<file path="src/rtl/act_mem_buffer_ctrl.sv">
// N-buffer activation memory controller: fill/compute buffer mapping onto SRAM macros.
// Optional ACT_MEM_CLEAR_EN: zero the new fill buffer on every rotation.
module act_mem_buffer_ctrl #(
    parameter int N_DIM_ARRAY = 4,
    parameter int DATA_WIDTH  = 8,
    parameter int TOTAL_SIZE  = 16384,
    parameter int N_BUFFERS   = 2,
    parameter int MACRO_WORDS = 2048,
    parameter int MACRO_WIDTH = 32,
    parameter int EXT_WIDTH   = 32,
    localparam int BUF_SIZE    = TOTAL_SIZE / N_BUFFERS,
    localparam int ADDR_W      = $clog2(BUF_SIZE),
    localparam int MACRO_BYTES = MACRO_WORDS * MACRO_WIDTH / 8,
    localparam int N_MACROS    = TOTAL_SIZE / MACRO_BYTES,
    localparam int ROW_W       = $clog2(MACRO_WORDS),
    localparam int IDX_W       = $clog2(N_BUFFERS)
) (
    input  logic                            clk,
    input  logic                            reset,
    input  logic                            wr_valid_i,
    output logic                            wr_ready_o,
    input  logic [ADDR_W-1:0]               wr_addr_i,
    input  logic [EXT_WIDTH-1:0]            wr_data_i,
    input  logic [EXT_WIDTH/8-1:0]          wr_be_i,
    input  logic                            rd_valid_i,
    output logic                            rd_ready_o,
    input  logic [ADDR_W-1:0]               rd_addr_i,
    output logic [MACRO_WIDTH-1:0]          rd_data_o,
    output logic                            rd_data_valid_o,
    input  logic                            swap_req_i,
    output logic                            swap_ack_o,
    output logic [IDX_W-1:0]                fill_idx_o,
    output logic [IDX_W-1:0]                compute_idx_o,
    output logic [N_MACROS-1:0]             sram_a_cs_o,
    output logic                            sram_a_we_o,
    output logic [ROW_W-1:0]                sram_a_addr_o,
    output logic [MACRO_WIDTH-1:0]          sram_a_wdata_o,
    output logic [MACRO_WIDTH/8-1:0]        sram_a_bmask_o,
    output logic [N_MACROS-1:0]             sram_b_cs_o,
    output logic [ROW_W-1:0]                sram_b_addr_o,
    input  logic [N_MACROS*MACRO_WIDTH-1:0] sram_b_rdata_i
);
    localparam int MAC_W = (N_MACROS > 1) ? $clog2(N_MACROS) : 1;

    if (MACRO_WIDTH != N_DIM_ARRAY * DATA_WIDTH) begin : g_bad_width
        $error("MACRO_WIDTH must equal N_DIM_ARRAY*DATA_WIDTH");
    end
    if (EXT_WIDTH != MACRO_WIDTH) begin : g_bad_ext
        $error("EXT_WIDTH must equal MACRO_WIDTH");
    end
    if (BUF_SIZE % MACRO_BYTES != 0) begin : g_bad_buf
        $error("BUF_SIZE must be a multiple of MACRO_BYTES");
    end
    if (N_BUFFERS < 2) begin : g_bad_nbuf
        $error("N_BUFFERS must be at least 2");
    end

    typedef enum logic [2:0] {IDLE, DRAIN, ROTATE, CLEAR, ACK} state_t;

    state_t             state, state_nx;
    logic [IDX_W-1:0]   fill_idx, compute_idx;
    logic               rd_v1, rd_v2;
    logic [MAC_W-1:0]   rd_mac1, rd_mac2;
    logic               wr_fire, rd_fire;
    int                 wr_phys, rd_phys;

    function automatic int phys_of(input logic [IDX_W-1:0] idx,
                                   input logic [ADDR_W-1:0] addr);
        return int'(idx) * BUF_SIZE + int'(addr);
    endfunction

    function automatic logic [MAC_W-1:0] macro_of(input int phys);
        return MAC_W'(phys / MACRO_BYTES);
    endfunction

    function automatic logic [ROW_W-1:0] row_of(input int phys);
        return ROW_W'((phys % MACRO_BYTES) >> 2);
    endfunction

    function automatic logic [N_MACROS-1:0] sel_of(input logic [MAC_W-1:0] m);
        sel_of = '0;
        sel_of[m] = 1'b1;
    endfunction

    function automatic logic [IDX_W-1:0] next_idx(input logic [IDX_W-1:0] idx);
        return (idx == IDX_W'(N_BUFFERS - 1)) ? '0 : idx + 1'b1;
    endfunction

    assign wr_ready_o      = (state == IDLE);
    assign rd_ready_o      = (state == IDLE);
    assign wr_fire         = wr_valid_i && wr_ready_o;
    assign rd_fire         = rd_valid_i && rd_ready_o;
    assign wr_phys         = phys_of(fill_idx, wr_addr_i);
    assign rd_phys         = phys_of(compute_idx, rd_addr_i);
    assign swap_ack_o      = (state == ACK);
    assign fill_idx_o      = fill_idx;
    assign compute_idx_o   = compute_idx;
    assign rd_data_valid_o = rd_v2;
    assign rd_data_o       = sram_b_rdata_i[rd_mac2*MACRO_WIDTH +: MACRO_WIDTH];

`ifdef ACT_MEM_CLEAR_EN
    logic [ADDR_W-1:0] clr_addr;
    int                clr_phys;
    logic              clr_last;

    assign clr_phys = phys_of(fill_idx, clr_addr);
    assign clr_last = (clr_addr == ADDR_W'(BUF_SIZE - 4));
`endif

    always_comb begin
        state_nx = state;
        unique case (state)
            IDLE:   if (swap_req_i) state_nx = DRAIN;
            // rd_v2 is already on rd_data_o, so only stage-1 reads block rotation
            DRAIN:  if (!rd_v1 && sram_a_cs_o == '0) state_nx = ROTATE;
`ifdef ACT_MEM_CLEAR_EN
            ROTATE: state_nx = CLEAR;
            CLEAR:  if (clr_last) state_nx = ACK;
`else
            ROTATE: state_nx = ACK;
            CLEAR:  state_nx = ACK;
`endif
            ACK:    state_nx = IDLE;
            default: state_nx = IDLE;
        endcase
    end

    always_ff @(posedge clk) begin
        if (reset) begin
            state          <= IDLE;
            fill_idx       <= '0;
            compute_idx    <= IDX_W'(N_BUFFERS - 1);
            rd_v1          <= 1'b0;
            rd_v2          <= 1'b0;
            rd_mac1        <= '0;
            rd_mac2        <= '0;
            sram_a_cs_o    <= '0;
            sram_a_we_o    <= 1'b0;
            sram_a_addr_o  <= '0;
            sram_a_wdata_o <= '0;
            sram_a_bmask_o <= '0;
            sram_b_cs_o    <= '0;
            sram_b_addr_o  <= '0;
`ifdef ACT_MEM_CLEAR_EN
            clr_addr       <= '0;
`endif
        end else begin
            state       <= state_nx;
            rd_v1       <= rd_fire;
            rd_v2       <= rd_v1;
            rd_mac2     <= rd_mac1;
            sram_a_cs_o <= '0;
            sram_a_we_o <= 1'b0;
            sram_b_cs_o <= '0;
            if (wr_fire) begin
                sram_a_cs_o    <= sel_of(macro_of(wr_phys));
                sram_a_we_o    <= 1'b1;
                sram_a_addr_o  <= row_of(wr_phys);
                sram_a_wdata_o <= wr_data_i;
                sram_a_bmask_o <= wr_be_i;
            end
            if (rd_fire) begin
                sram_b_cs_o   <= sel_of(macro_of(rd_phys));
                sram_b_addr_o <= row_of(rd_phys);
                rd_mac1       <= macro_of(rd_phys);
            end
            if (state == ROTATE) begin
                fill_idx    <= next_idx(fill_idx);
                compute_idx <= next_idx(compute_idx);
            end
`ifdef ACT_MEM_CLEAR_EN
            if (state == CLEAR) begin
                sram_a_cs_o    <= sel_of(macro_of(clr_phys));
                sram_a_we_o    <= 1'b1;
                sram_a_addr_o  <= row_of(clr_phys);
                sram_a_wdata_o <= '0;
                sram_a_bmask_o <= '1;
                clr_addr       <= clr_addr + ADDR_W'(4);
            end else begin
                clr_addr <= '0;
            end
`endif
        end
    end
endmodule

</file>
<file path="config.mk">
export PLATFORM = sky130hd
export DESIGN_NAME = act_mem_buffer_ctrl
export DESIGN_NICKNAME = d
export VERILOG_FILES = /design/src/rtl/act_mem_buffer_ctrl.sv
export SDC_FILE = /design/constraint.sdc
export NUM_CORES = 1
export LEC_CHECK = 0
export CAP_MARGIN = 20
export CORE_MARGIN = 3
export CORE_UTILIZATION = 30
export DETAILED_ROUTE_END_ITERATION = 10
export GPL_ROUTABILITY_DRIVEN = 0
export GPL_TIMING_DRIVEN = 0
export HOLD_SLACK_MARGIN = 0.12
export PLACE_DENSITY = 0.69
export REMOVE_ABC_BUFFERS = 1
export SYNTH_ARGS = -nofsm -noshare
export SYNTH_HDL_FRONTEND = slang
export SYNTH_SLANG_ARGS = --single-unit
</file>
<file path="constraint.sdc">
create_clock -name clk -period 2 [get_ports clk]
set_input_delay 0.4 -clock clk [delete_from_list [all_inputs] [get_ports clk]]
set_output_delay 0.4 -clock clk [all_outputs]
set_load 0.05 [all_outputs]
</file>
==> run_results.csv, run 1 <==
group,metric,value,unit
place,hpwl,7828,um
synth,synth_compound_area_frac,0.002880,
layout,nets,685,
critical_path,cp_cell_sequence,"clkdlybuf4s50_1 -> mux2_1 -> dlygate4sd2_1",
global_route,grt_pass1_wl,16080,um
flow_run,maxCapViolCount,0,
cts,cts_buffers,9,
global_route,grt_pass1_vias,3172,
synth,synth-xor-area-share,0,
cts,path_clk_slew,0.06,ns
synth,synth_area,0.003476,mm^2
critical_path,max_stage_delay,0.43,ns
drt,drt-pass1-iter-count,4,
timing,fmax,516.8,MHz
layout,area_growth,74.12,%
critical_path,start_kind,"input port",
power,ir_drop,0.0004621,V
run_status,outcome,"complete, no violations",
hold_path,hold_class,"reg2reg",
cts,clk_latency,0.33,ns
drt,vias,3097,
critical_path,crit_path_top_delay_cell,"clkdlybuf4s50_1",
timing,fin_ws,0.06497,ns
place,port_buffers,227,
global_route,grt_start_max_net_pins,132,
synth,avgSynthCellArea,10.44,um^2
critical_path,crit_family,"buffers and inverters",
die,row_count,38,
timing,fin_crit,1.935,ns
synth,synth_fa_ha_area_frac,0,
critical_path,path_buf_inv,2,
timing,max_slew.worst_pin.slew,0.9373,ns
layout,final_cell_mix,"189 x clkdlybuf4s50_1, 116 x nand2b_1, 70 x dfxtp_1, 59 x mux2i_1, 29 x mux2_2",
power,p_per_area,793.7,mW/mm^2
die,core_area,0.01108,mm^2
critical_path,crit_arrival,1.54,ns
die,die_area,0.01291,mm^2
timing,fin_tns_setup,0,ns
timing,hold_violations,0,
die,initial_utilization,0.3138,
cts,htree_levels,3,
layout,insertedDiodeCount,0,
cts,cts_tree,"built",
die,fp.dieH,113.6,um
synth,synth.mux.area_fraction,0.2811,
synth,syn_inst,333,
layout,post-route-util,0.5463,
timing,period_share,0.9675,
timing,rsz0062_at_grt,"false",
critical_path,path_max_fanout,1,
layout,drive_gt1_frac,0.1670,
synth,yosysSeqAreaShare,0.4147,
timing,slew_viol_final,0,
cts,postCtsHoldBufs,0,
global_route,antenna_found_initial,0,
drt,viasPerCell,4.443,
global_route,track_usage,0.1570,
critical_path,required,1.60,ns
synth,synth_top_family_by_area,"multiplexers",
synth,synth-seq-cells,72,
timing,setup_violations,0,
synth,synth-simple-area-share,0.2570,
cts,clk_path_buf_depth,2,
die,die_w,113.6,um
timing,relSlewSlack,0.3725,
layout,final_common_cell,"clkdlybuf4s50_1",
critical_path,path_class,"in2out",
power,p_leak,0.002379,uW
cts,cts_root_buf,"clkbuf_16",
drt,drc,0,
drt,postRouteAntennaNets,0,
critical_path,critPathCaptureType,"primary output",
drt,drtIter0Drc,56,
die,io_pins,232,
synth,synthDistinctLibCells,19,
place,place_ws,-0.4513,ns
synth,synth_warnings,0,
global_route,grt.overflow.total,0,
timing,clock_skew,0.005673,ns
drt,routed_wl,10320,um
drt,avgRoutedWirePerCell,14.80,um
cts,clock_sinks,72,
[path summary, 6_finish.rpt]
path	from	endpoint	slack [ns]	depth (start not counted)
setup / recovery	sram_b_rdata_i[19]	rd_data_o[19]	0.06	3
hold / removal	rd_mac1	rd_mac2	0.46	1
setup reg to reg	state[0]	sram_b_addr_o[10]	0.37	2
hold reg to reg	rd_mac1	rd_mac2	0.46	1
[layout make-up]
type / count / area [um^2]
tap: 140 / 175.2
fill: 1015 / 5026
multi-input combinational: 233 / 1898
sequential: 72 / 1446
timing repair buffer: 238 / 2258
clock buffer: 14 / 274.0
[power breakdown]
group          total (uW)  internal (uW)  leakage [uW]  switching (uW)
Sequential           1640           1560      0.000593            81.1
Clock                1510            929      0.000135             578
Combinational        1660            716       0.00165             940
[synthesized netlist by cell type]
cell / number / area [um^2]
buf_2: 6 / 30.03
buf_4: 3 / 22.52
buf_6: 4 / 45.04
clkbuf_1: 15 / 56.30
dfxtp_1: 72 / 1441
mux2_1: 4 / 45.04
mux2_2: 29 / 326.6
mux2_4: 1 / 15.01
mux2i_1: 59 / 590.6
nand2b_1: 116 / 725.7
nor2_1: 4 / 15.01
nor2b_1: 4 / 25.02
nor3_1: 4 / 20.02
nor3b_1: 5 / 37.54
nor4_1: 1 / 6.260
nor4b_2: 2 / 30.03
o211a_1: 1 / 10.01
or4b_1: 2 / 20.02
or4b_4: 1 / 13.76
[flip-flops by register name (all words and copies together) (netlist names), 2 cells and up]
signal and cells:
sram_b_addr_o 11, sram_b_cs_o 2, sram_a_bmask_o 4, sram_a_addr_o 11, sram_a_cs_o 2, state 3, sram_a_wdata_o 32
[cells by family (layout without fill, tap and decap cells)]
| logic type | count (synthesis) | after routing |
|---|---|---|
| muxes | 93 | 93 |
| and+or+nand+nor | 139 | 139 |
| buffers and inverters | 28 | 252 |
| AOI/OAI and AO/OA | 1 | 1 |
| DFF | 72 | 72 |
[repair_timing]
| item | in CTS | in global routing |
|---|---|---|
| gates resized for setup | 133 | 18 |
| hold endpoints to repair | 0 | 0 |
| setup buffers | 3 | 3 |
| setup endpoints to repair | 55 | 17 |
[metal layers]
layer  GRT usage  routed length (um)  share of wire  vias to the layer above
met4     0.06811                 172          0.017                        0
met5           0                   0              0                        -
met2      0.2807                5132           0.50                      139
met1      0.1634                3913           0.38                     1399
met3     0.05942                1101           0.11                       12
li1            -                   -              -                     1547
[through the flow]
step           instances  cell area, um^2  power, uW  hold slack [ns]
2_1_floorplan        305             3322       2684           0.4303
3_5_place_dp         677             5861       3375           0.4602
5_1_grt              697             6052       5001           0.4837
4_1_cts              694             6056       4857           0.4640
3_3_place_gp         672             5769       3374           0.4581
6_report             697             6052       4803           0.4619
Power figures use the tool's default switching activity.
==> inputs of run 2 (changes only) <==
Settings changed: PLACE_DENSITY 0.69 to default, PLACE_DENSITY_LB_ADDON from default to 0.25.
==> run 2 against run 1 <==
Clock-buffer cell count down 1. Clock skew down 0.0018 ns. Combinational power about the same. Die area unchanged. Largest cell class unchanged. Hold slack worse by 0.0046 ns. Sequential power about the same. Largest power group unchanged. Fmax down 0.13%.
==> run_results.csv, run 2 (synthesis results as in run 1) <==
group,metric,value,unit
flow_run,maxCapViolCount,0,
global_route,grt_pass1_wl,16300,um
critical_path,path_max_fanout,9,
drt,drtIter0Drc,101,
drt,routed_wl,10420,um
layout,insertedDiodeCount,0,
drt,drt-pass1-iter-count,4,
drt,vias,3097,
drt,postRouteAntennaNets,0,
critical_path,required,1.60,ns
critical_path,max_stage_delay,0.54,ns
cts,clk_path_buf_depth,2,
die,core_area,0.01108,mm^2
hold_path,hold_class,"reg2reg",
die,row_count,38,
global_route,grt.overflow.total,0,
timing,setup_violations,0,
drt,viasPerCell,4.450,
cts,clock_sinks,72,
layout,final_cell_mix,"189 x clkdlybuf4s50_1, 116 x nand2b_1, 70 x dfxtp_1, 59 x mux2i_1, 29 x mux2_2",
cts,cts_root_buf,"clkbuf_16",
die,fp.dieH,113.6,um
power,ir_drop,0.0005322,V
global_route,grt_start_max_net_pins,132,
timing,clock_skew,0.003836,ns
timing,slew_viol_final,0,
power,p_per_area,807.1,mW/mm^2
timing,fmax,516.1,MHz
die,die_area,0.01291,mm^2
timing,rsz0062_at_grt,"true",
die,die_w,113.6,um
layout,largest_reg_flops,32,
layout,final_common_cell,"clkdlybuf4s50_1",
layout,reg_top3,"sram_a_wdata_o (32), sram_a_addr_o (11), sram_b_addr_o (11)",
place,postPlaceCellArea,0.005876,mm^2
timing,fin_crit,1.938,ns
layout,post-route-util,0.5463,
critical_path,critPathCaptureType,"primary output",
timing,relSlewSlack,0.3692,
global_route,grt_pass1_vias,3201,
critical_path,crit_family,"buffers and inverters",
run_status,outcome,"complete, no violations",
cts,path_clk_slew,0.05,ns
timing,hold_violations,0,
timing,max_slew.worst_pin.slew,0.9422,ns
layout,drive_gt1_frac,0.1619,
drt,avgRoutedWirePerCell,14.97,um
drt,drc,0,
critical_path,path_buf_inv,1,
layout,nets,682,
cts,clk_latency,0.32,ns
critical_path,cp_cell_sequence,"nor3_1 -> dlygate4sd1_1",
place,hpwl,8141,um
global_route,antenna_found_initial,0,
place,port_buffers,227,
global_route,track_usage,0.1608,
critical_path,crit_path_top_delay_cell,"dlygate4sd1_1",
layout,final_area,0.006052,mm^2
die,io_pins,232,
layout,area_growth,74.12,%
cts,cts_tree,"built",
layout,top_register,"sram_a_wdata_o",
timing,period_share,0.9688,
power,finalPower,4885,uW
cts,cts_buffers,9,
cts,htree_levels,3,
critical_path,start_kind,"register",
critical_path,path_class,"reg2out",
die,initial_utilization,0.3138,
power,p_leak,0.002379,uW
critical_path,crit_arrival,1.54,ns
## run 2: worst reg2reg max path, stage by stage (launching register included)
cell and delay, ns:
dfxtp_1 0.42, nor4b_4 0.46, buf_8 0.22, buf_6 0.17, buf_6 0.17, mux2i_1 0.22
## run 2: cell type report
type / count / area (um^2)
tap: 140 / 175.2
clock buffer: 13 / 260.3
multi-input combinational: 233 / 1898
fill: 996 / 5026
timing repair buffer: 235 / 2232
sequential: 72 / 1446
clock inverter: 3 / 40.04
## run 2: through the flow
step	setup slack [ns]	setup TNS [ns]	std cells	hold slack, ns
CTS	-0.001323	-0.001323	694	0.4613
global route	-0.03072	-0.05999	696	0.4747
detailed placement	-0.4546	-12.32	678	0.4595
floorplan	-2.641	-125.92	305	0.4303
global placement	-4.605	-276.45	672	0.4572
finish	0.06236	0	696	0.4574
## run 2: power breakdown
part	switching (uW)	internal (uW)	total [uW]	leakage, uW
clock network	570	1030	1600	0.000150
registers	80.6	1560	1640	0.000593
logic	939	706	1650	0.00164
## run 2: worst paths after layout
check	start	endpoint	slack, ns	cells after the start
worst min register to register	rd_mac1	rd_mac2	0.46	1
worst max register to register	state[0]	sram_a_wdata_o[22]	0.25	5
worst min-delay path	rd_mac1	rd_mac2	0.46	1
worst max-delay path	state[0]	rd_ready_o	0.06	2
## run 2: timing repair
| item | 4_1_cts | 5_1_grt |
|---|---|---|
| endpoints found under the setup margin | 36 | 15 |
| hold buffers | 0 | 0 |
| setup buffers | 0 | 2 |
| resized for setup | 133 | 18 |
## run 2: metal layers
| metal | vias up | routed length [um] | GRT usage |
|---|---|---|---|
| met3 | 6 | 1344 | 0.08859 |
| met4 | 0 | 93 | 0.04087 |
| li1 | 1532 | - | - |
| met1 | 1408 | 3643 | 0.1514 |
| met2 | 151 | 5340 | 0.3004 |
| met5 | - | 0 | 0 |
==> inputs of run 3 (changes only) <==
Settings changed: ABC_AREA from default to 1.
==> run 3 against run 2 <==
Combinational power increased by 70%. Clock-buffer cell count is the same. Register-to-register slack about the same. Cell area is 6.4% higher. Die area up 10%. Routed wire length rose by 28%. Global-route usage is 2.0 points higher. Largest power group unchanged.
==> run_results.csv, run 3 <==
group,metric,value,unit
drt,postRouteAntennaNets,0,
critical_path,path_class,"in2out",
layout,reg_top3,"sram_a_wdata_o (32), sram_a_addr_o (11), sram_b_addr_o (11)",
hold_path,hp-start,"rd_mac1",
critical_path,max_stage_delay,0.55,ns
timing,relSlewSlack,0.3550,
layout,largest_reg_flops,32,
cts,clk_latency,0.32,ns
timing,period_share,0.9763,
die,io_pins,232,
cts,cts_buffers,9,
timing,hold_violations,0,
critical_path,crit_arrival,1.55,ns
global_route,grt_pass1_vias,4035,
layout,final_cell_mix,"191 x clkdlybuf4s50_1, 182 x inv_1, 125 x nand2_1, 71 x dfxtp_1, 70 x nor2_1",
timing,rsz0062_at_grt,"false",
cts,path_clk_slew,0.06,ns
layout,final_common_cell,"clkdlybuf4s50_1",
cts,cts_tree,"built",
die,core_area,0.01226,mm^2
synth,yosysSeqAreaShare,0.3740,
cts,htree_levels,3,
critical_path,start_kind,"input port",
synth,synth_warnings,0,
global_route,antenna_found_initial,3,
die,row_count,40,
synth,yosysMostFrequentCell,"inv_1",
layout,post-route-util,0.5250,
cts,clk_path_buf_depth,2,
timing,fin_tns_setup,0,ns
critical_path,critPathCaptureType,"primary output",
layout,area_growth,67.05,%
layout,drive_gt1_frac,0.1032,
drt,drt-pass1-iter-count,4,
power,p_leak,0.003251,uW
die,die_w,119.3,um
synth,synth_area,0.003854,mm^2
global_route,grt.overflow.total,0,
critical_path,cp_cell_sequence,"clkdlybuf4s50_1 -> mux2_2 -> dlygate4sd2_1",
synth,synth_top_family_by_area,"simple AND/OR/NAND/NOR gates",
synth,synth_compound_area_frac,0.004545,
drt,routed_wl,13390,um
layout,final_area,0.006437,mm^2
drt,drc,0,
flow_run,maxCapViolCount,0,
drt,vias,4243,
timing,setup_violations,0,
critical_path,crit_family,"buffers and inverters",
layout,nFillCells,1216,
die,initial_utilization,0.3143,
drt,drtIter0Drc,143,
synth,async_flop_share,0,
place,port_buffers,227,
timing,whs,0.4151,ns
cts,postCtsHoldBufs,0,
timing,slew_viol_final,0,
synth,avgSynthCellArea,6.499,um^2
synth,synth-seq-cells,72,
synth,yosys_most_used_dff,"dfxtp_1",
global_route,grt_start_max_net_pins,64,
synth,synth_top_area_share,0.3740,
power,p_per_area,962.9,mW/mm^2
critical_path,required,1.60,ns
synth,synth_fa_ha_area_frac,0,
place,hpwl,9930,um
power,ir_drop,0.0004320,V
die,die_area,0.01424,mm^2
synth,synth_common_cells,"183 x inv_1, 125 x nand2_1, 72 x dfxtp_1",
layout,top_register,"sram_a_wdata_o",
critical_path,path_buf_inv,2,
timing,fin_crit,1.953,ns
drt,avgRoutedWirePerCell,13.73,um
synth,synth-xor-area-share,0,
synth,synth_largest_area_cell,"dfxtp_1",
synth,synth-simple-area-share,0.3032,
timing,clock_skew,0.005069,ns
cts,cts_root_buf,"clkbuf_16",
synth,syn_inst,593,
timing,max_slew.worst_pin.slew,0.9675,ns
synth,synthDistinctLibCells,18,
critical_path,cp-startpoint,"sram_b_rdata_i[62]",
die,fp.dieH,119.3,um
critical_path,crit_path_top_delay_cell,"dlygate4sd2_1",
global_route,grt_pass1_wl,20640,um
run_status,outcome,"complete, no violations",
critical_path,r2r-start,"state[1]",
synth,synth_edf_count,0,
synth,synth.mux.area_fraction,0.09351,
global_route,track_usage,0.1803,
place,postPlaceCellArea,0.006243,mm^2
drt,viasPerCell,4.352,
cts,clock_sinks,72,
synth,yosys-top-cells-area,"dfxtp_1 37%, inv_1 18%, nand2_1 12%",
hold_path,hold_class,"reg2reg",
layout,nets,930,
timing,fmax,512.1,MHz
cts,postCtsSetupRepairBufs,0,
critical_path,path_max_fanout,1,
[run 3: changes by cell type after synthesis, sizes merged, moves of 11 or more]
cell	delta
clkbuf	-11
buf	+20
nand4	+60
nand2	+125
inv	+184
mux2i	-59
nor2	+67
nand2b	-116
[run 3: what timing repair did]
item / 4_1_cts / 5_1_grt
resized for setup: 141 / 5
gates cloned: 1 / 0
pin swaps: 1 / 0
setup endpoints to repair: 74 / 37
[run 3: where the power goes]
group / total, uW / internal [uW] / switching (uW)
combinational: 2800 / 983 / 1820
clock: 1610 / 1030 / 583
sequential: 1790 / 1660 / 130
total: 6200 / 3670 / 2530
[run 3: stage by stage]
step	cells	total power, uW	setup slack, ns
floorplan	556	3580	-0.5246
global placement	951	4575	-1.915
detailed placement	955	4674	-0.4829
CTS	972	6266	-0.1428
global route	975	6551	0.006754
finish	975	6199	0.04739
[run 3: cell type report]
class | count | area (um^2) | area share
Antenna cell | 3 | 7.507 | 0.001166
Clock buffer | 13 | 260.3 | 0.04043
Clock inverter | 3 | 40.04 | 0.006220
Inverter | 184 | 693.2 | 0.1077
Multi-Input combinational cell | 301 | 1560 | 0.2424
Sequential cell | 72 | 1445 | 0.2245
Tap cell | 168 | 210.2 | 0.03265
Timing Repair Buffer | 231 | 2221 | 0.3450
[run 3: cell families (layout without fill, tap and decap cells)]
logic type / Yosys count / in the layout
simple gates: 265 / 266
buf+inv: 221 / 431
flops: 72 / 72
mux: 32 / 32
compound gates: 3 / 3
other cells: 0 / 3
[run 3: tightest hold or removal path: cells and delay by family, from the launching register on]
kind / cells / cell delay [ns]
flip-flops: 1 / 0.30
AND/OR/NAND/NOR: 1 / 0.04
buffers and inverters: 1 / 0.04
[run 3: layer usage]
metal / global-route usage / vias up / part of all wire
met5: 0 / - / 0
met4: 0.08805 / 0 / 0.027
met3: 0.04986 / 23 / 0.079
met2: 0.3243 / 161 / 0.51
met1: 0.1935 / 1902 / 0.38
li1: - / 2157 / -
[run 3: worst paths after layout]
path	endpoint	slack (ns)	cells past startpoint
max	rd_data_o[30]	0.05	3
min	rd_mac2	0.42	2
max reg2reg	sram_a_wdata_o[8]	0.24	6
min reg2reg	rd_mac2	0.42	2
